<file path="src/rtl/mem_arb_pkg.sv">
// mem_arb_pkg: state type, requester index type and requester IDs for mem_bus_arbiter
package mem_arb_pkg;
   localparam int NUM_REQ_DEF = 3;
   typedef enum logic [1:0] {IDLE, ISSUE, WAIT} arb_state_e;
   typedef logic [$clog2(NUM_REQ_DEF)-1:0] req_idx_t;
   localparam req_idx_t REQ_IBEX_I = req_idx_t'(0);
   localparam req_idx_t REQ_IBEX_D = req_idx_t'(1);
   localparam req_idx_t REQ_VPROC  = req_idx_t'(2);
endpackage

</file>
<file path="src/rtl/mem_arb_rr_pick.sv">
// mem_arb_rr_pick: round-robin winner search starting just after i_ptr
module mem_arb_rr_pick #(
   parameter int NUM_REQ = 3
) (
   input  logic [NUM_REQ-1:0]         i_req,
   input  logic [$clog2(NUM_REQ)-1:0] i_ptr,
   output logic                       o_valid,
   output logic [$clog2(NUM_REQ)-1:0] o_idx
);
   localparam int IW = $clog2(NUM_REQ);
   // scan farthest-first so the nearest requester after i_ptr is written last
   always_comb begin
      o_valid = 1'b0;
      o_idx = '0;
      for (int k = NUM_REQ; k >= 1; k--) begin
         logic [IW-1:0] c;
         c = IW'((int'(i_ptr) + k) % NUM_REQ);
         if (i_req[c]) begin
            o_valid = 1'b1;
            o_idx = c;
         end
      end
   end
endmodule

</file>
<file path="src/rtl/mem_bus_arbiter.sv">
// mem_bus_arbiter: round-robin sharing of one MMU port, one transaction in flight.
// MEM_ARB_TIMEOUT_EN adds a WAIT watchdog that errors the owner after TIMEOUT_CYCLES.
module mem_bus_arbiter
   import mem_arb_pkg::*;
#(
   parameter int NUM_REQ = NUM_REQ_DEF,
   parameter int MEM_W = 32
`ifdef MEM_ARB_TIMEOUT_EN
   , parameter int TIMEOUT_CYCLES = 1024
`endif
) (
   input  logic                            clk,
   input  logic                            rst,
   input  logic [NUM_REQ-1:0]              up_req_i,
   input  logic [NUM_REQ-1:0][31:0]        up_addr_i,
   input  logic [NUM_REQ-1:0]              up_we_i,
   input  logic [NUM_REQ-1:0][MEM_W/8-1:0] up_be_i,
   input  logic [NUM_REQ-1:0][MEM_W-1:0]   up_wdata_i,
   output logic [NUM_REQ-1:0]              up_gnt_o,
   output logic [NUM_REQ-1:0]              up_rvalid_o,
   output logic [NUM_REQ-1:0]              up_err_o,
   output logic [MEM_W-1:0]                up_rdata_o,
   output logic                            dn_req_o,
   output logic [31:0]                     dn_addr_o,
   output logic                            dn_we_o,
   output logic [MEM_W/8-1:0]              dn_be_o,
   output logic [MEM_W-1:0]                dn_wdata_o,
   input  logic                            dn_rvalid_i,
   input  logic                            dn_err_i,
   input  logic [MEM_W-1:0]                dn_rdata_i,
   output logic                            spurious_rsp_o
);
   localparam int IW = $clog2(NUM_REQ);
   arb_state_e          r_state, w_next;
   logic [IW-1:0]       r_ptr, w_win;
   logic                w_valid, w_rsp, w_to, w_wait;
   logic [NUM_REQ-1:0]  w_own;
   logic [31:0]         r_addr;
   logic                r_we, r_spur;
   logic [MEM_W/8-1:0]  r_be;
   logic [MEM_W-1:0]    r_wdata;

   mem_arb_rr_pick #(.NUM_REQ(NUM_REQ)) u_pick (
      .i_req(up_req_i), .i_ptr(r_ptr), .o_valid(w_valid), .o_idx(w_win)
   );

   // r_ptr doubles as the owner: it is loaded with the winner at capture
   assign w_own = NUM_REQ'(1) << r_ptr;
   assign w_rsp = dn_rvalid_i | dn_err_i;
   assign w_wait = r_state == WAIT;

`ifdef MEM_ARB_TIMEOUT_EN
   localparam int CW = $clog2(TIMEOUT_CYCLES + 1);
   logic [CW-1:0] r_cnt;
   always_ff @(posedge clk) r_cnt <= (!rst || !w_wait) ? '0 : r_cnt + CW'(1);
   assign w_to = w_wait && r_cnt == CW'(TIMEOUT_CYCLES) && !w_rsp;
`else
   assign w_to = 1'b0;
`endif

   always_ff @(posedge clk) begin
      if (!rst) begin
         r_state <= IDLE;
         r_ptr <= IW'(NUM_REQ - 1);
         r_addr <= '0;
         r_we <= 1'b0;
         r_be <= '0;
         r_wdata <= '0;
         r_spur <= 1'b0;
      end else begin
         r_state <= w_next;
         if (!w_wait && w_rsp) r_spur <= 1'b1;
         if (r_state == IDLE && w_valid) begin
            r_ptr <= w_win;
            r_addr <= up_addr_i[w_win];
            r_we <= up_we_i[w_win];
            r_be <= up_be_i[w_win];
            r_wdata <= up_wdata_i[w_win];
         end
      end
   end

   always_comb begin
      w_next = (r_state == IDLE) ? (w_valid ? ISSUE : IDLE) :
               (r_state == ISSUE) ? WAIT : ((w_rsp || w_to) ? IDLE : WAIT);
      up_gnt_o = (r_state == ISSUE) ? w_own : '0;
      up_rvalid_o = (w_wait && dn_rvalid_i && !dn_err_i) ? w_own : '0;
      up_err_o = (w_wait && (dn_err_i || w_to)) ? w_own : '0;
      up_rdata_o = (w_wait && dn_rvalid_i && !dn_err_i) ? dn_rdata_i : '0;
   end

   assign dn_req_o = r_state == ISSUE;
   assign dn_addr_o = r_addr;
   assign dn_we_o = r_we;
   assign dn_be_o = r_be;
   assign dn_wdata_o = r_wdata;
   assign spurious_rsp_o = r_spur;
endmodule

</file>
<file path="config.mk">
export PLATFORM = sky130hd
export DESIGN_NAME = mem_bus_arbiter
export DESIGN_NICKNAME = d
export VERILOG_FILES = /design/src/rtl/mem_arb_pkg.sv /design/src/rtl/mem_arb_rr_pick.sv /design/src/rtl/mem_bus_arbiter.sv
export SDC_FILE = /design/constraint.sdc
export NUM_CORES = 1
export LEC_CHECK = 0
export CAP_MARGIN = 15
export CORE_AREA = 2 2 140 142
export CTS_BUF_LIST = sky130_fd_sc_hd__clkbuf_16
export CTS_CLUSTER_DIAMETER = 60
export CTS_CLUSTER_SIZE = 16
export DETAILED_ROUTE_END_ITERATION = 6
export DIE_AREA = 0 0 142 144
export SYNTH_ARGS = -nofsm -noshare
export SYNTH_HDL_FRONTEND = slang
export SYNTH_SLANG_ARGS = --single-unit
</file>
<file path="constraint.sdc">
create_clock -name clk -period 4.22 [get_ports clk]
set_clock_uncertainty 0.05 [all_clocks]
set_input_delay 1.266 -clock clk [delete_from_list [all_inputs] [get_ports clk]]
set_output_delay 1.266 -clock clk [all_outputs]
set_load 0.01 [all_outputs]
</file>
### After elaboration in Yosys (flattened, before gate mapping)

Index checks and enable logic that the tools add are counted.

* bits of input ports: 246
* output and inout bits: 112
* word-level logic and storage cells: 57
* bits in registers: 74

* bitwise gates (word level): 1
* eq/ne operators: 2
* shifts and indexed selects: 1
* reductions and logical operators: 8
* multiplexer cells: 28
* divide/modulo/power cells: 3
* order comparisons: 4
* add/subtract/negate cells: 3

Operator list (number)
* $bmux W32 S2: 2
* $mod A32 B3 Y32 const B: 3
* $mux W32: 3
* $lt A2 B3 Y1 const B: 4
* $mux W2: 6
* $mux W3: 3
* $bmux W1 S2: 4
* $bmux W4 S2: 1
* $mux W1: 8
* $add A2 B2 Y3 const B: 2
* $logic_and A1 B1 Y1: 5
* $mux W4: 1
* $add A2 B1 Y3 const B: 1
* $shl A1 B2 Y3 const A: 1
* $eq A2 B1 Y1 const B: 1
* $eq A2 B2 Y1 const B: 1
* $logic_not A1 Y1: 2
* $logic_not A2 Y1: 1
* $or A1 B1 Y1: 1

### Depth between registers and ports, before layout

Gate-level depths: netlist of run 1.

* word-level depth: 9
* depth in mapped cells: 13
* mapped depth without buffers: 8

### Hierarchy

A second synthesis of run 1 with hierarchy kept.

* cells, all modules: 495
* area, all modules: 4337.9 um^2

Modules (own cells, without submodules)
* mem_bus_arbiter: instances 1, area each 4092.7 um^2, seq. area each 1481.4 um^2, cells an instance 459
* mem_arb_rr_pick: instances 1, area each 245.2 um^2, seq. area each 0.0 um^2, cells an instance 36

### Worst setup path before layout of run 1

Ideal clock, no wire load.

* kind: input to output
* start: in dn_err_i
* end: out up_rdata_o[10]
* stages: 4
* data required time: 2.904 ns
* setup slack: 0.876 ns
* buffers on the path: 2
* arrival time: 2.028 ns
* path through: and3b_1 > clkbuf_1 > clkbuf_1 > and2_1

* cells in the longest elaborated chain, start to end: 3

RTL lines
* start, declared: RTL line mem_bus_arbiter.sv:29 `input logic dn_err_i,`
* $logic_not A1 Y1: RTL line mem_bus_arbiter.sv:89 `up_rdata_o = (w_wait && dn_rvalid_i && !dn_err_i) ? dn_rdata_i : '0;`
* $logic_and A1 B1 Y1: RTL line mem_bus_arbiter.sv:89
* $mux W32: RTL line mem_bus_arbiter.sv:89
* end, declared: RTL line mem_bus_arbiter.sv:22 `output logic [MEM_W-1:0] up_rdata_o,`

Every way passes these cells.

### Worst setup path in the final report of run 1

* start: in dn_err_i
* end: out up_rdata_o[15]

Same word-level chain as after synthesis.

==> results.json, run 1 <==
{
  "cts-resized-gates": 0,
  "antenna_left": 0,
  "cts_max_path_buffers": 2,
  "min_path_type": "reg2reg",
  "pin_count": 358,
  "synth_top_cell_area_share_pct": 33.51,
  "cp-end-kind": "output port",
  "ff2ff_path_depth": 9,
  "ys_top_cells_by_count": "nand3_1, dfxtp_1, mux2i_1, o221ai_1, clkbuf_1",
  "ys_seq_area_share_pct": 33.51,
  "multi_input_area_sq_um": 2691,
  "gp_congestion": 0.7397,
  "yosysWarnings": 0,
  "cp.required_ns": 2.90,
  "first_global_vias": 4968,
  "layout.nets": 1079,
  "grt_pass1_wl_mm": 26.93,
  "fillerInstances": 1879,
  "synth_top_cell_by_area": "dfxtp_1",
  "die_h_microns": 144,
  "reg2reg_setup_slack_ns": 1.26,
  "hp-start": "dn_wdata_o[10]$_SDFFE_PN0P_",
  "die-area_sq_um": 20450,
  "r2r-start": "r_ptr[0]$_SDFFE_PN0P_",
  "area_growth_pct": 91.99,
  "cts_setup_buffers": 0,
  "timing.final.crit_share_pct": 97.80,
  "critPathKind": "in2out",
  "num_vias": 5230,
  "clk_latency_ns": 0.34,
  "report.final.slew_viol_count": 0,
  "p_leak_nw": 3.200,
  "start_util_pct": 23.17,
  "core_area_sq_um": 19080,
  "seq_area_sq_um": 1481,
  "dp_hpwl_mm": 13.12,
  "reg2reg_to": "dn_addr_o[4]$_SDFFE_PN0P_",
  "holdBufCountCts": 0,
  "antennaDiodeCount": 0,
  "fin_setup_tns_ns": 0,
  "synth_edf_count": 0,
  "drc": 0,
  "dp_slack_ns": 0.05982,
  "synth_flop_cell": "dfxtp_1",
  "synthMostInstantiatedCell": "nand3_1",
  "io_buffers": 357,
  "hold_violations": 0,
  "ys_ff_latch": 74,
  "worst_pin_slew_ns": 0.8077,
  "cts_tree": "yes",
  "cap_violations": 0,
  "die_w_microns": 142,
  "critPathArrivalTime_ns": 2.81,
  "synth_area_leaders": "dfxtp_1, mux2i_1, nand3_1",
  "htree_levels": 3,
  "drt_pass1_iterations": 5,
  "hold_depth": 2,
  "syn_nets": 760,
  "clock-root-buffer": "clkbuf_16",
  "status": "finished clean",
  "max_freq_mhz": 242.3,
  "rows": 51,
  "grt_start_max_net_pins": 143,
  "holdPathEnd": "dn_wdata_o[10]$_SDFFE_PN0P_",
  "layout_min_cycle_time_ns": 4.127,
  "finalSetupViolCount": 0,
  "grt.total_usage_pct": 16.56,
  "antenna_found_initial": 0,
  "fin_ws_ns": 0.09289,
  "ir_drop_mv": 0.5303,
  "dr.first_iter.drc_count": 195,
  "max_slew_margin_pct": 46.15,
  "ys_types": 33,
  "critPathMaxFanout": 22,
  "drive_gt1_share_pct": 4.928,
  "syn_area_per_cell_sq_um": 8.685,
  "cts.clk_slew.worst_paths_ns": 0.06,
  "post_drt_via_cell_ratio": 4.888,
  "ys_async_sr_fraction_pct": 0,
  "wl_mm": 17.92,
  "cts.sinks": 74,
  "routedWlPerCell_microns": 16.75,
  "syn_area_sq_um": 4420,
  "postSynthCellCount": 509,
  "power_density_nw_per_um2": 552.1,
  "cts_made_buffers": 9,
  "rsz0062_at_grt": "false",
  "grt_overflow": 0,
  "worstSetupStartpointType": "input port"
}
logic make-up (layout without fill, tap and decap cells):
family                     after synthesis  in the layout  synth area share, %
and+or+nand+nor                        208            208                24.91
AOI/OAI and AO/OA                       85             85                17.41
DFF                                     74             74                33.51
muxes                                   73             73                16.59
buffers and inverters                   64            387                6.170
adders and majority gates                5              5                1.415
cell usage in the layout (no fill, tap or decap), types with 2 or more instances in the layout:
cell type,synthesis,final
inv_1,4,4
o221ai_1,59,59
o211ai_1,2,2
ha_1,5,5
o21ai_0,4,4
mux2i_1,71,71
dfxtp_1,74,74
buf_12,0,3
clkdlybuf4s50_1,0,356
nor2_1,9,8
nand2_1,6,5
nor2b_1,4,4
clkbuf_16,0,9
clkinv_1,0,2
bufinv_16,0,2
a21oi_1,3,3
and3_1,3,3
buf_4,1,8
o221ai_2,10,10
nand3_1,141,141
and3b_1,2,2
and2_1,39,39
worst max-delay path: stages:
cell             delay (ns)
clkdlybuf4s50_1        0.43
and3b_1                0.26
buf_6                  0.17
and2_1                 0.14
clkdlybuf4s50_1        0.54
worst max-delay path by stage:
stage                      from        endpoint  slack, ns  cells after the start
floorplan              dn_err_i  up_rdata_o[10]       0.88                      4
global placement    dn_rvalid_i  up_rdata_o[23]       0.08                      5
detailed placement  dn_rvalid_i  up_rdata_o[23]       0.06                      5
CTS                    dn_err_i  up_rdata_o[23]       0.05                      5
global route           dn_err_i  up_rdata_o[23]       0.03                      5
finish                 dn_err_i  up_rdata_o[15]       0.09                      5
cell type report:
cell class                      instances  area share [%]
Clock buffer                            9           2.654
Timing Repair Buffer                  368           43.54
Sequential cell                        74           17.46
Multi-Input combinational cell        371           31.71
Inverter                                4          0.1769
Clock inverter                          6          0.9583
Tap cell                              238           3.509
metrics by stage:
step / hold slack (ns) / std cells / util, % / power, W / cell area, sq um
floorplan: 0.4293 / 509 / - / 0.002810 / 4420
global placement: 0.4082 / 1055 / 42.86 / 0.003904 / 8177
detailed placement: 0.4199 / 1055 / 42.86 / 0.003910 / 8177
CTS: 0.4345 / 1070 / 44.46 / 0.004762 / 8483
global route: 0.4547 / 1070 / 44.48 / 0.005003 / 8487
finish: 0.4308 / 1070 / 44.48 / 0.004686 / 8487
per-layer routing:
metal  wire length [microns]  share of wire [%]  global-route usage [%]  up-vias
li1                        -                  -                       -     2572
met1                    7209                 40                   19.48     2420
met2                    8839                 49                   28.27      202
met3                    1445                8.1                   5.298       36
met4                     422                2.4                   6.105        0
met5                       0                  0                       0        -
sequential cells by signal, indices dropped and copies added, names as in the netlist:
register and cells:
r_state 2, r_ptr 2, dn_be_o 4, spurious_rsp_o 1
dn_addr_o 32, dn_wdata_o 32, dn_we_o 1
power breakdown:
group	switching, W	leakage [nW]	internal (W)
Combinational	0.00148	2.44	0.00134
Clock	0.000312	0.151	0.000512
Sequential	0.000109	0.612	0.000931
Total	0.00190	3.20	0.00278
(Power assumes the default switching activity.)
==> run 2: changes to the inputs <==
--- a/config.mk
+++ b/config.mk
@@ -6,12 +6,12 @@
 export NUM_CORES = 1
 export LEC_CHECK = 0
 export CAP_MARGIN = 15
-export CORE_AREA = 2 2 140 142
+export CORE_AREA = 2 2 138 140
 export CTS_BUF_LIST = sky130_fd_sc_hd__clkbuf_16
 export CTS_CLUSTER_DIAMETER = 60
 export CTS_CLUSTER_SIZE = 16
 export DETAILED_ROUTE_END_ITERATION = 6
-export DIE_AREA = 0 0 142 144
+export DIE_AREA = 0 0 140 142
 export SYNTH_ARGS = -nofsm -noshare
 export SYNTH_HDL_FRONTEND = slang
 export SYNTH_SLANG_ARGS = --single-unit
==> constraint.sdc (replaced) <==
create_clock -name clk -period 4.55 [get_ports clk]
set_clock_uncertainty 0.05 [all_clocks]
set_input_delay 1.365 -clock clk [delete_from_list [all_inputs] [get_ports clk]]
set_output_delay 1.365 -clock clk [all_outputs]
set_load 0.01 [all_outputs]
==> run 2 against run 1 <==
Net effect:
- the run now ends with design-rule violations left
- count of clock-buffer cells in the layout unchanged
- highest routed layer unchanged
- sequential share of layout area barely moved
- sequential power fell by 7%
==> results.json, run 2 (synthesis results as in run 1) <==
{
  "status": "complete, but fails checks",
  "violations": "design-rule violations",
  "routedWlPerCell_microns": 16.66,
  "antenna_left": 0,
  "htree_levels": 3,
  "report.final.slew_viol_count": 0,
  "dr.first_iter.drc_count": 276,
  "mostFrequentLayoutCells": "clkdlybuf4s50_1, nand3_1, dfxtp_1, mux2i_1, o221ai_1",
  "antenna_found_initial": 0,
  "final_common_cell": "clkdlybuf4s50_1",
  "layout.nets": 1078,
  "clock-root-buffer": "clkbuf_16",
  "wl_mm": 17.76,
  "die_w_microns": 140,
  "area_growth_pct": 91.45,
  "start_util_pct": 23.95,
  "worst_pin_slew_ns": 0.8146,
  "cts_tree": "yes",
  "first_global_vias": 4870,
  "max_slew_margin_pct": 45.70,
  "dp_hpwl_mm": 12.96,
  "grt.busiest_layer": "met2",
  "met2_usage_pct": 29.06,
  "min_path_type": "reg2reg",
  "critPathKind": "in2out",
  "grt.total_usage_pct": 17.13,
  "drc": 20,
  "die_h_microns": 142,
  "ir_drop_mv": 0.4744,
  "fin_area_sq_um": 8463,
  "power.total_w": 0.004292,
  "max_freq_mhz": 224.7,
  "cap_violations": 0,
  "cp-end-kind": "output port",
  "fin_setup_tns_ns": 0,
  "pin_count": 358,
  "clk_latency_ns": 0.33,
  "holdBufCountCts": 0,
  "io_buffers": 357,
  "layout_min_cycle_time_ns": 4.450,
  "gp_congestion": 0.7817,
  "rows": 50,
  "drive_gt1_share_pct": 5.048,
  "use_met1_pct": 21.50,
  "cts.sinks": 74,
  "place_area_sq_um": 8164,
  "antennaDiodeCount": 0,
  "critPathMaxFanout": 23,
  "cts.clk_slew.worst_paths_ns": 0.06,
  "power_density_nw_per_um2": 507.2,
  "seq_area_sq_um": 1481,
  "grt_use_met3_pct": 5.013,
  "cts_made_buffers": 9,
  "finalSetupViolCount": 0,
  "cts_max_path_buffers": 2,
  "critPathArrivalTime_ns": 3.03,
  "grt_start_max_net_pins": 143,
  "multi_input_area_sq_um": 2693,
  "rsz0062_at_grt": "false",
  "die-area_sq_um": 19880,
  "num_vias": 5165,
  "grt_overflow": 0,
  "grt_pass1_wl_mm": 27.23,
  "worstSetupStartpointType": "input port",
  "hold_violations": 0,
  "core_area_sq_um": 18460,
  "fillerInstances": 1815,
  "timing.final.crit_share_pct": 97.79,
  "post_drt_via_cell_ratio": 4.845,
  "p_leak_nw": 3.184,
  "cp.required_ns": 3.13,
  "drt_pass1_iterations": 6
}
-- run 2: cell count changes in the layout (fill, tap and decap cells not counted) --
cell        delta
buf_4          -1
clkinv_1       -1
clkinv_2       -1
bufinv_16      -1
and3b_2        +1
clkinvlp_4     +3
and3b_1        -1
inv_1          +1
-- run 2: metrics by stage --
stage / worst slack, ns / hold slack, ns / cells / utilization (%)
global placement: 0.09086 / 0.4128 / 1050 / 44.24
detailed placement: 0.05154 / 0.4204 / 1050 / 44.24
floorplan: 1.008 / 0.4293 / 509 / -
global route: 0.007088 / 0.4536 / 1066 / 45.86
finish: 0.1003 / 0.4332 / 1066 / 45.86
CTS: 0.04426 / 0.4363 / 1066 / 45.83
-- run 2: final timing paths --
path              slack (ns)                          end                         from  depth (start not counted)
setup / recovery        0.10               up_rdata_o[11]                     dn_err_i                          5
hold reg to reg         0.43  dn_wdata_o[12]$_SDFFE_PN0P_  dn_wdata_o[12]$_SDFFE_PN0P_                          2
hold / removal          0.43  dn_wdata_o[12]$_SDFFE_PN0P_  dn_wdata_o[12]$_SDFFE_PN0P_                          2
setup reg to reg        1.61    dn_addr_o[3]$_SDFFE_PN0P_        r_ptr[0]$_SDFFE_PN0P_                          9
-- run 2: report_power, final --
| group | switching, W | leakage [nW] | internal (W) |
|---|---|---|---|
| logic | 0.00137 | 2.44 | 0.00124 |
| registers | 0.000105 | 0.612 | 0.000863 |
| clock network | 0.000290 | 0.137 | 0.000423 |
-- run 2: final cells by class --
cell class,count,area share (%)
Timing Repair Buffer,367,43.57
Multi-Input combinational cell,371,31.82
Clock inverter,7,0.8131
Inverter,4,0.1774
Clock buffer,9,2.661
Tap cell,234,3.459
Sequential cell,74,17.50
-- run 2: worst max-delay path, stage by stage --
cell             delay, ns
clkdlybuf4s50_1       0.50
and3b_2               0.31
buf_6                 0.17
and2_1                0.15
clkdlybuf4s50_1       0.54
-- run 2: repair_timing --
action	in CTS	in global routing
resized for setup	0	2
endpoints found under the setup margin	0	23
buffers inserted	0	0
-- run 2: metal layers --
layer | share of wire [%] | vias up | wire length, microns
met5 | 0 | - | 0
met4 | 1.1 | 0 | 202
met3 | 7.5 | 15 | 1333
met2 | 49 | 189 | 8721
met1 | 42 | 2396 | 7498
li1 | - | 2565 | -
==> run 3: changes to the inputs <==
--- a/config.mk
+++ b/config.mk
@@ -6,12 +6,13 @@
 export NUM_CORES = 1
 export LEC_CHECK = 0
 export CAP_MARGIN = 15
-export CORE_AREA = 2 2 138 140
+export CORE_AREA = 2 2 140 142
 export CTS_BUF_LIST = sky130_fd_sc_hd__clkbuf_16
 export CTS_CLUSTER_DIAMETER = 60
 export CTS_CLUSTER_SIZE = 16
 export DETAILED_ROUTE_END_ITERATION = 6
-export DIE_AREA = 0 0 140 142
+export DIE_AREA = 0 0 142 144
+export GPL_TIMING_DRIVEN = 0
 export SYNTH_ARGS = -nofsm -noshare
 export SYNTH_HDL_FRONTEND = slang
 export SYNTH_SLANG_ARGS = --single-unit
==> constraint.sdc (replaced) <==
create_clock -name clk -period 3.8 [get_ports clk]
set_clock_uncertainty 0.05 [all_clocks]
set_input_delay 1.14 -clock clk [delete_from_list [all_inputs] [get_ports clk]]
set_output_delay 1.14 -clock clk [all_outputs]
set_load 0.01 [all_outputs]
==> run 3 against run 2 <==
Net effect:
- the run ends with negative setup slack left
- sequential share of layout area is 0.38 points lower
- worst setup slack lost 0.21 ns
- largest cell class unchanged
- combinational power is 28% higher
- sequential cell count stayed put
==> results.json, run 3 (synthesis results as in run 1) <==
{
  "final_common_cell": "clkdlybuf4s50_1",
  "wl_mm": 20.65,
  "post_drt_via_cell_ratio": 4.941,
  "violations": "negative setup slack",
  "rsz0062_at_grt": "true",
  "io_buffers": 356,
  "grt_pass1_wl_mm": 30.37,
  "clock-root-buffer": "clkbuf_16",
  "core_area_sq_um": 19080,
  "grt_start_max_net_pins": 13,
  "rows": 51,
  "num_vias": 5524,
  "antenna_left": 0,
  "grt_overflow": 0,
  "fin_ws_ns": -0.1062,
  "dp_hpwl_mm": 15.97,
  "drive_gt1_share_pct": 5.114,
  "holdPathEnd": "spurious_rsp_o$_SDFFE_PN0P_",
  "cts_made_buffers": 9,
  "timing.final.crit_share_pct": 102.8,
  "multi_input_area_sq_um": 2668,
  "fillerInstances": 1873,
  "pin_count": 358,
  "seq_area_sq_um": 1481,
  "routedWlPerCell_microns": 18.47,
  "min_path_type": "reg2reg",
  "hold_violations": 0,
  "max_freq_mhz": 256.0,
  "drc": 0,
  "dr.first_iter.drc_count": 266,
  "critPathKind": "in2out",
  "cts_tree": "yes",
  "grt.total_usage_pct": 19.26,
  "r2r-start": "r_ptr[0]$_SDFFE_PN0P_",
  "worstSetupStartpointType": "input port",
  "holdBufCountCts": 0,
  "reg2reg_setup_slack_ns": 0.64,
  "p_leak_nw": 3.517,
  "finalSetupViolCount": 11,
  "power.total_w": 0.005467,
  "cap_violations": 0,
  "ff2ff_path_depth": 11,
  "die_w_microns": 142,
  "max_slew_margin_pct": 45.22,
  "cts.clk_slew.worst_paths_ns": 0.06,
  "whs_ns": 0.4237,
  "gp_congestion": 0.7934,
  "antenna_found_initial": 0,
  "power_density_nw_per_um2": 632.1,
  "critPathArrivalTime_ns": 2.72,
  "hp-start": "spurious_rsp_o$_SDFFE_PN0P_",
  "drt_pass1_iterations": 5,
  "first_global_vias": 5295,
  "htree_levels": 3,
  "worst_pin_slew_ns": 0.8216,
  "start_util_pct": 23.17,
  "area_growth_pct": 95.67,
  "die-area_sq_um": 20450,
  "ir_drop_mv": 0.3014,
  "antennaDiodeCount": 0,
  "layout.nets": 1127,
  "status": "complete, but fails checks",
  "cts.sinks": 74,
  "cp-end-kind": "output port",
  "cp.required_ns": 2.61,
  "clk_latency_ns": 0.33,
  "hold_depth": 2,
  "cts_max_path_buffers": 2,
  "reg2reg_to": "dn_wdata_o[31]$_SDFFE_PN0P_",
  "mostFrequentLayoutCells": "clkdlybuf4s50_1, nand3_1, dfxtp_1, mux2i_1, o221ai_1",
  "layout_min_cycle_time_ns": 3.906,
  "report.final.slew_viol_count": 0,
  "critPathMaxFanout": 10,
  "die_h_microns": 144
}
[run 3: cell types whose count changed in the layout (fill, tap and decap cells not counted), sizes merged]
cell | previous run | this run
bufinv | 1 | 3
dlymetal6s2s | 0 | 11
clkinv | 1 | 2
dlygate4sd2 | 0 | 11
clkinvlp | 3 | 1
clkdlybuf4s50 | 356 | 331
inv | 6 | 4
clkbuf | 9 | 50
buf | 11 | 19
clkdlybuf4s15 | 0 | 3
[run 3: layer usage]
metal	track usage, %	part of all wire [%]	up-vias
met2	33.59	51	245
met4	5.105	1.5	0
li1	-	-	2663
met3	4.503	6.9	24
met5	0	0	-
met1	23.89	41	2592
[run 3: worst max-delay path, cell delays in order]
cell	delay [ns]
clkdlybuf4s50_1	0.47
and3b_2	0.26
buf_4	0.17
and2_1	0.15
clkdlybuf4s50_1	0.53
[run 3: report_power, final]
part / total, W / internal, W / switching, W
clock network: 0.000974 / 0.000634 / 0.000340
logic: 0.00333 / 0.00151 / 0.00182
registers: 0.00117 / 0.00103 / 0.000132
total: 0.00547 / 0.00318 / 0.00229
[run 3: final cells by class]
| class | instances | share of cell area [%] |
|---|---|---|
| Inverter | 4 | 0.1736 |
| Clock inverter | 6 | 1.230 |
| Clock buffer | 9 | 2.604 |
| Sequential cell | 74 | 17.13 |
| Multi-Input combinational cell | 371 | 30.84 |
| Buffer | 59 | 3.139 |
| Tap cell | 238 | 3.443 |
| Timing Repair Buffer | 357 | 41.44 |
[run 3: what timing repair did]
action | 4_1_cts | 5_1_grt
setup buffers | 0 | 1
gates cloned | 0 | 0
gates resized for setup | 22 | 16
endpoints found under the setup margin | 35 | 22
endpoints found under the hold margin | 0 | 0
[run 3: how the worst max path moves through the flow]
stage                            from        endpoint  depth (start not counted)
after floorplan              dn_err_i  up_rdata_o[10]                          4
final                     dn_rvalid_i   up_rdata_o[6]                          5
after detailed placement     dn_err_i  up_rdata_o[26]                          6
after global routing      dn_rvalid_i  up_rdata_o[25]                          5
after global placement       dn_err_i  up_rdata_o[26]                          6
after CTS                 dn_rvalid_i  up_rdata_o[27]                          5
[run 3: stage by stage]
stage          TNS, ns  util, %  area, sq um  std cells  worst slack [ns]
3_3_place_gp    -17.71    43.41         8282       1103           -0.5298
4_1_cts         -2.559    45.13         8611       1117           -0.1704
2_1_floorplan        0        -         4420        509            0.7077
6_report       -0.9580    45.33         8650       1118           -0.1062
5_1_grt         -1.826    45.33         8650       1118           -0.1796
3_5_place_dp    -18.09    43.41         8282       1103           -0.5458
